<file path="config.mk">
export PLATFORM = sky130hd
export DESIGN_NAME = alu_issue_stage
export DESIGN_NICKNAME = d
export VERILOG_FILES = /design/src/rtl/alu_pkg.sv /design/src/rtl/alu_regfile.sv /design/src/rtl/alu_issue_stage.sv
export SDC_FILE = /design/constraint.sdc
export NUM_CORES = 2
export LEC_CHECK = 0
export CAP_MARGIN = 20
export CORE_MARGIN = 2
export CORE_UTILIZATION = 35
export CTS_CLUSTER_DIAMETER = 150
export DETAILED_ROUTE_END_ITERATION = 8
export PLACE_DENSITY_LB_ADDON = 0.2
export SYNTH_ARGS = -nofsm -noshare
export SYNTH_HDL_FRONTEND = slang
export SYNTH_SLANG_ARGS = --single-unit
</file>
<file path="constraint.sdc">
create_clock -name clk -period 5.4 [get_ports clk]
set_input_delay 1.08 -clock clk [delete_from_list [all_inputs] [get_ports clk]]
set_output_delay 1.08 -clock clk [all_outputs]
set_load 0.05 [all_outputs]
</file>
<file path="src/rtl/alu_pkg.sv">
// ---------------------------------------------------------------------------
// alu_pkg
//   Constants shared by the operand-issue stage, its register file and the
//   downstream ALU: 4-bit opcode encodings, instruction field positions and
//   the default datapath / register-file dimensions.
//   Configuration macro used by the issue stage: ALU_ISSUE_FWD_EN.
// ---------------------------------------------------------------------------
package alu_pkg;

   localparam int unsigned ALU_XLEN  = 32;
   localparam int unsigned ALU_NREGS = 32;

   // opcode encodings
   localparam logic [3:0] OP_NOOP = 4'd0;
   localparam logic [3:0] OP_ADD  = 4'd1;
   localparam logic [3:0] OP_SUB  = 4'd2;
   localparam logic [3:0] OP_MUL  = 4'd3;
   localparam logic [3:0] OP_DIV  = 4'd4;
   localparam logic [3:0] OP_SLL  = 4'd5;
   localparam logic [3:0] OP_SLT  = 4'd6;
   localparam logic [3:0] OP_SLTU = 4'd7;
   localparam logic [3:0] OP_AND  = 4'd8;
   localparam logic [3:0] OP_OR   = 4'd9;
   localparam logic [3:0] OP_SRL  = 4'd10;
   localparam logic [3:0] OP_SRA  = 4'd11;
   localparam logic [3:0] OP_XOR  = 4'd12;

   // instruction word field positions
   localparam int unsigned F_OP_MSB  = 31;
   localparam int unsigned F_OP_LSB  = 28;
   localparam int unsigned F_RD_MSB  = 27;
   localparam int unsigned F_RD_LSB  = 23;
   localparam int unsigned F_RS_MSB  = 22;
   localparam int unsigned F_RS_LSB  = 18;
   localparam int unsigned F_RT_MSB  = 17;
   localparam int unsigned F_RT_LSB  = 13;
   localparam int unsigned F_USE_IMM = 12;
   localparam int unsigned F_IMM_MSB = 11;
   localparam int unsigned F_IMM_LSB = 0;
   localparam int unsigned IMM_W     = F_IMM_MSB - F_IMM_LSB + 1;

endpackage

</file>
<file path="src/rtl/alu_regfile.sv">
// ---------------------------------------------------------------------------
// alu_regfile
//   NREGS x XLEN register file, two combinational read ports, one write port.
//   Register 0 always reads zero and ignores writes. Asynchronous active-low
//   clear of every entry.
//   With ALU_ISSUE_FWD_EN defined, a read of the register being written this
//   cycle returns the write data (writeback bypass).
//
//   clk, rst_n              clock, async active-low clear
//   rd_addr_a / rd_data_a   read port A
//   rd_addr_b / rd_data_b   read port B
//   wr_en, wr_addr, wr_data write port
// ---------------------------------------------------------------------------
module alu_regfile
   import alu_pkg::*;
#(
   parameter int unsigned NREGS = ALU_NREGS,
   parameter int unsigned XLEN  = ALU_XLEN,
   parameter int unsigned AW    = $clog2(NREGS)
) (
   input  logic            clk,
   input  logic            rst_n,
   input  logic [AW-1:0]   rd_addr_a,
   output logic [XLEN-1:0] rd_data_a,
   input  logic [AW-1:0]   rd_addr_b,
   output logic [XLEN-1:0] rd_data_b,
   input  logic            wr_en,
   input  logic [AW-1:0]   wr_addr,
   input  logic [XLEN-1:0] wr_data
);

   logic [XLEN-1:0] regs [NREGS];
   logic            wr_hit;

   assign wr_hit = wr_en && (wr_addr != '0);

   always_ff @(posedge clk or negedge rst_n) begin
      if (!rst_n) begin
         for (int unsigned i = 0; i < NREGS; i++) begin
            regs[i] <= '0;
         end
      end else if (wr_hit) begin
         regs[wr_addr] <= wr_data;
      end
   end

   always_comb begin
      rd_data_a = '0;
      rd_data_b = '0;
      if (rd_addr_a != '0) begin
         rd_data_a = regs[rd_addr_a];
`ifdef ALU_ISSUE_FWD_EN
         if (wr_hit && (wr_addr == rd_addr_a)) begin
            rd_data_a = wr_data;
         end
`endif
      end
      if (rd_addr_b != '0) begin
         rd_data_b = regs[rd_addr_b];
`ifdef ALU_ISSUE_FWD_EN
         if (wr_hit && (wr_addr == rd_addr_b)) begin
            rd_data_b = wr_data;
         end
`endif
      end
   end

endmodule

</file>
<file path="src/rtl/alu_issue_stage.sv">
// ---------------------------------------------------------------------------
// alu_issue_stage
//   Operand-issue stage upstream of the ALU. Decodes instruction words,
//   reads operands from alu_regfile, tracks RAW/WAW hazards with a
//   per-register busy scoreboard and presents the issued instruction in a
//   registered valid/ready output slot. The writeback port writes the
//   register file and clears busy bits.
//   Configuration macro: ALU_ISSUE_FWD_EN (writeback bypass; a writeback this
//   cycle masks the matching busy bit and supplies the operand value).
//
//   clk, rst_n                      clock, async active-low reset
//   in_valid, in_ready, in_instr    instruction input handshake
//   out_valid, out_ready            operand slot handshake
//   out_op, out_a, out_b, out_rd,   issued opcode, operands, destination,
//   out_dz                          divide-by-zero flag
//   wb_en, wb_addr, wb_data         writeback port
// ---------------------------------------------------------------------------
module alu_issue_stage
   import alu_pkg::*;
#(
   parameter int unsigned NREGS = ALU_NREGS,
   parameter int unsigned XLEN  = ALU_XLEN
) (
   input  logic            clk,
   input  logic            rst_n,
   input  logic            in_valid,
   output logic            in_ready,
   input  logic [31:0]     in_instr,
   output logic            out_valid,
   input  logic            out_ready,
   output logic [3:0]      out_op,
   output logic [XLEN-1:0] out_a,
   output logic [XLEN-1:0] out_b,
   output logic [4:0]      out_rd,
   output logic            out_dz,
   input  logic            wb_en,
   input  logic [4:0]      wb_addr,
   input  logic [XLEN-1:0] wb_data
);

   // decode
   logic [3:0]       dec_op;
   logic [4:0]       dec_rd;
   logic [4:0]       dec_rs;
   logic [4:0]       dec_rt;
   logic             dec_use_imm;
   logic [IMM_W-1:0] dec_imm;
   logic [XLEN-1:0]  imm_sext;

   assign dec_op      = in_instr[F_OP_MSB:F_OP_LSB];
   assign dec_rd      = in_instr[F_RD_MSB:F_RD_LSB];
   assign dec_rs      = in_instr[F_RS_MSB:F_RS_LSB];
   assign dec_rt      = in_instr[F_RT_MSB:F_RT_LSB];
   assign dec_use_imm = in_instr[F_USE_IMM];
   assign dec_imm     = in_instr[F_IMM_MSB:F_IMM_LSB];
   assign imm_sext    = {{(XLEN-IMM_W){dec_imm[IMM_W-1]}}, dec_imm};

   // operand read
   logic [XLEN-1:0] rs_val;
   logic [XLEN-1:0] rt_val;

   alu_regfile #(
      .NREGS (NREGS),
      .XLEN  (XLEN),
      .AW    (5)
   ) u_regfile (
      .clk       (clk),
      .rst_n     (rst_n),
      .rd_addr_a (dec_rs),
      .rd_data_a (rs_val),
      .rd_addr_b (dec_rt),
      .rd_data_b (rt_val),
      .wr_en     (wb_en),
      .wr_addr   (wb_addr),
      .wr_data   (wb_data)
   );

   logic [XLEN-1:0] b_val;
   logic [4:0]      rd_eff;
   logic            dz_val;

   assign b_val  = dec_use_imm ? imm_sext : rt_val;
   assign rd_eff = (dec_op == OP_NOOP) ? 5'd0 : dec_rd;
   assign dz_val = (dec_op == OP_DIV) && (b_val == '0);

   // scoreboard
   logic [NREGS-1:0] busy_q;
   logic [NREGS-1:0] busy_d;
   logic [NREGS-1:0] busy_eff;
   logic [NREGS-1:0] wb_clr;
   logic [NREGS-1:0] iss_set;
   logic             hazard;
   logic             slot_free;
   logic             accept;

   always_comb begin
      wb_clr = '0;
      if (wb_en && (wb_addr != 5'd0)) begin
         wb_clr[wb_addr] = 1'b1;
      end
   end

`ifdef ALU_ISSUE_FWD_EN
   assign busy_eff = busy_q & ~wb_clr;
`else
   assign busy_eff = busy_q;
`endif

   // busy[0] is never set, so r0 sources/destinations never stall
   assign hazard = busy_eff[dec_rs]
                 | (~dec_use_imm & busy_eff[dec_rt])
                 | ((dec_rd != 5'd0) & busy_eff[dec_rd]);

   assign slot_free = ~out_valid | out_ready;
   assign in_ready  = slot_free & ~hazard;
   assign accept    = in_valid & in_ready;

   always_comb begin
      iss_set = '0;
      if (accept && (rd_eff != 5'd0)) begin
         iss_set[rd_eff] = 1'b1;
      end
   end

   // clear first, then set, so a same-cycle set wins
   always_comb begin
      busy_d    = (busy_q & ~wb_clr) | iss_set;
      busy_d[0] = 1'b0;
   end

   always_ff @(posedge clk or negedge rst_n) begin
      if (!rst_n) begin
         busy_q <= '0;
      end else begin
         busy_q <= busy_d;
      end
   end

   // output slot
   always_ff @(posedge clk or negedge rst_n) begin
      if (!rst_n) begin
         out_valid <= 1'b0;
         out_op    <= '0;
         out_a     <= '0;
         out_b     <= '0;
         out_rd    <= '0;
         out_dz    <= 1'b0;
      end else if (accept) begin
         out_valid <= 1'b1;
         out_op    <= dec_op;
         out_a     <= rs_val;
         out_b     <= b_val;
         out_rd    <= rd_eff;
         out_dz    <= dz_val;
      end else if (out_ready) begin
         out_valid <= 1'b0;
      end
   end

endmodule

</file>
==> impl_metrics.ini <==
[grt]
grt_pass1_wl_microns = 299900
grt_pass1_vias = 38730
grt_max_degree = 149
overflow = 0
grtUsageTotal_pct = 24.08
antenna_found_initial = 10

[power_and_ir_drop]
p_int_mw = 19.09
swShare_pct = 30.40
ir_worst_vdd_mv = 0.2890
switchingPower_mw = 8.338
clockPowerShare_pct = 33.0
comb_power_share_pct = 24.8
p_leak_nw = 28.92
pwr-share-seq_pct = 42.2
powerDensity_nw_per_um2 = 402.3

[critical_path]
slowest_delay_ns = 0.82
worstPathMaxFanout = 8
slowest_stage = clkdlybuf4s50_1
crit_top_cell = mux4_2
cp.arrival_ns = 3.69
crit_chain = clkdlybuf4s50_1 > mux4_2 > mux4_2 > mux2_2 > nor3_2 > buf_4 > buf_12
cp-end-kind = output pin
start_kind = input pin
critPathKind = input pin to output pin
crit_required_ns = 4.32

[clock_tree]
ctsHoldBuffers = 0
cts-resized-gates = 0
root_buffer = clkbuf_16
cts_buffers = 132
post_cts_buffers = 0
clk_latency_ns = 0.79
clk_pin_slew_ns = 0.05
clock-sinks = 1130
cts_tree = built
clockBufferDepth = 3
htreeDepth = 4

[layout]
seqCellArea_sq_um = 28280
multi_input_area_sq_um = 29260
drive_gt1_share_pct = 48.99
fin_nets = 4025
num-fill-cells = 15410
fin_cells = 6259
area.growth.synth_to_final_pct = 15.36

[synth]
avgSynthCellArea_sq_um = 15.00
syn_nets = 4015
ys_ff_latch = 1130
syn_area_sq_um = 59110
syn_inst = 3941
yosys-top-cells-area = dfrtp_1 48%, mux4_2 21%, mux2_2 19%
yosysUniqueCellTypes = 61
yosysTopAreaCellShare_pct = 47.84
ys.flop_type = dfrtp_1
async_flop_share_pct = 100.0
synth_edf_count = 0
synth-warning-count = 0
synth_sequential_area_ratio_pct = 47.84
synth.largest_area_cell = dfrtp_1

[routing]
firstDrtPassIters = 7
ant_nets = 0
drt-total-wl_microns = 207400
wl_per_cell_microns = 33.14
drt_iter0_drc = 3194
drc = 0
vias_per_cell = 6.011
vias = 37620

[floorplan]
die_h_microns = 415.0
num_rows = 150
design.core.area_sq_um = 167400
die_w_microns = 415.0
dieArea_sq_um = 172200
ios = 150
initial_core_util_pct = 35.31

[sta]
fin_skew_ns = 0.02450
drv_slew = 0
rsz0062_at_grt = no
slew_headroom_pct = 22.79
finalSetupTns_ns = 0
min_period_ns = 4.773
fin_crit_sh_pct = 88.40
final-hold-violation-count = 0
max_freq_mhz = 209.5
worst_pin_slew_ns = 1.158
finalSetupViolCount = 0

[status]
status = completed

[hold_path]
hold_class = input pin to async pin

[place]
portBuffers = 149
dp_hpwl_microns = 121100
dp_cells = 6005
gp_congestion = 0.8303

[run]
cap_violations = 0
-- per-stage QoR --
stage / hold slack [ns] / cell area (sq um) / power [mW] / util, % / setup WS (ns)
6_report: 0.2598 / 68190 / 27.43 / 40.73 / 0.6266
3_5_place_dp: 0.3835 / 63500 / 18.50 / 37.93 / 0.5321
2_1_floorplan: 0.4413 / 59110 / 16.08 / - / 1.051
5_1_grt: 0.2616 / 68180 / 28.59 / 40.73 / 0.5199
4_1_cts: 0.2277 / 67810 / 27.60 / 40.51 / 0.6271
3_3_place_gp: 0.3792 / 63500 / 18.37 / 37.93 / 0.5469
-- logic make-up after synthesis --
logic type             count (synthesis)  share of synthesized area [%]
AO/OA/AOI/OAI                        295                          3.393
buffers and inverters                455                          3.076
multiplexers                        1733                          43.05
flip-flops                          1130                          47.84
AND/OR/NAND/NOR                      328                          2.640
-- cell usage after synthesis, types with 3 or more instances --
cell type  number
o221ai_1       36
dfrtp_1      1130
buf_4           9
a2111oi_0       6
a22oi_1         7
nand2b_1       19
nor2_1         48
a211o_1         3
a211oi_1       21
nor2b_1        20
mux2_2       1015
a21o_1         15
or4_1           3
mux2i_1       172
a31oi_1         3
and3_1          6
a21oi_1        42
a22o_1          5
buf_2          55
o211ai_1        4
nor3_1         39
mux4_2        546
o31ai_1        39
o22ai_1        33
nor4_1         14
buf_1          75
o21ai_1         6
nand2_1       132
inv_1          12
nand4_1         7
clkbuf_1      300
or2_2           4
or3_1           6
o21ai_0        56
o32ai_1         5
nand3_1        17
-- worst max-delay path: cells and delay by family --
kind | cells | cell delay (ns)
and+or+nand+nor | 1 | 0.11
muxes | 3 | 1.35
buffers and inverters | 3 | 1.15
-- state kept, by name, summed over array words and instances, names as in the netlist --
signal and flops:
u_regfile.regs 1024, out_op 4, out_a 32, busy_eff 31, out_valid 1, out_dz 1
out_b 32, out_rd 5
-- final cells by class --
type	count	area share [%]
flip-flops and latches	1130	41.47
inverters	15	0.08257
well taps	2204	4.044
diodes	3	0.01101
multi-input cells	2356	42.92
clock buffers	201	5.745
repair buffers	316	5.158
clock inverters	34	0.5725
-- layer usage --
metal	global-route usage (%)	part of all wire (%)	vias to the layer above	wire length, microns
met5	0	0.021	-	44
met4	8.159	3.4	6	7047
met3	4.176	5.6	323	11520
met2	38.10	47	1217	97590
met1	33.51	44	20830	91230
li1	-	-	15250	-
-- path summary, 6_finish.rpt --
check,slack [ns],cells past startpoint,endpoint,start
max in group asynchronous,3.78,2,u_regfile.regs[899]$_DFFE_PN0P_,rst_n
hold / removal,0.26,1,u_regfile.regs[1018]$_DFFE_PN0P_,rst_n
setup reg to reg,1.99,9,out_b[18]$_DFFE_PN0P_,busy_eff[15]$_DFF_PN0_
setup / recovery,0.63,7,in_ready,in_instr[23]
min in group clk,0.40,0,u_regfile.regs[1009]$_DFFE_PN0P_,u_regfile.regs[1009]$_DFFE_PN0P_
hold reg to reg,0.40,0,u_regfile.regs[1009]$_DFFE_PN0P_,u_regfile.regs[1009]$_DFFE_PN0P_
-- power by group through the flow --
stage | Sequential [mW] | Clock, mW | Combinational (mW)
after floorplan | 12.1 | 0 | 3.95
after global placement | 11.6 | 0 | 6.74
after detailed placement | 11.7 | 0 | 6.81
after CTS | 11.5 | 9.22 | 6.83
after global routing | 11.8 | 9.58 | 7.21
final | 11.6 | 9.04 | 6.81
-- placed cells by master (no fill, tap or decap), drive strengths merged, types with 3 or more instances in the layout --
cell type	netlist	routed
a2111oi	6	6
a211o	3	3
a211oi	21	21
a21o	15	15
a21oi	42	42
a22o	5	5
a22oi	7	7
a31oi	3	3
and3	6	6
buf	140	175
bufinv	0	6
clkbuf	300	204
clkdlybuf4s50	0	138
clkinv	1	19
dfrtp	1130	1130
diode	0	3
inv	14	23
mux2	1015	1015
mux2i	172	172
mux4	546	546
nand2	133	133
nand2b	19	19
nand3	17	17
nand4	7	7
nor2	48	48
nor2b	20	20
nor3	40	40
nor4	14	14
o211ai	4	4
o21ai	62	62
o221ai	36	36
o22ai	35	35
o31ai	39	39
o32ai	5	5
or2	5	5
or3	6	6
or4	3	3
Power figures use the tool's default switching activity.
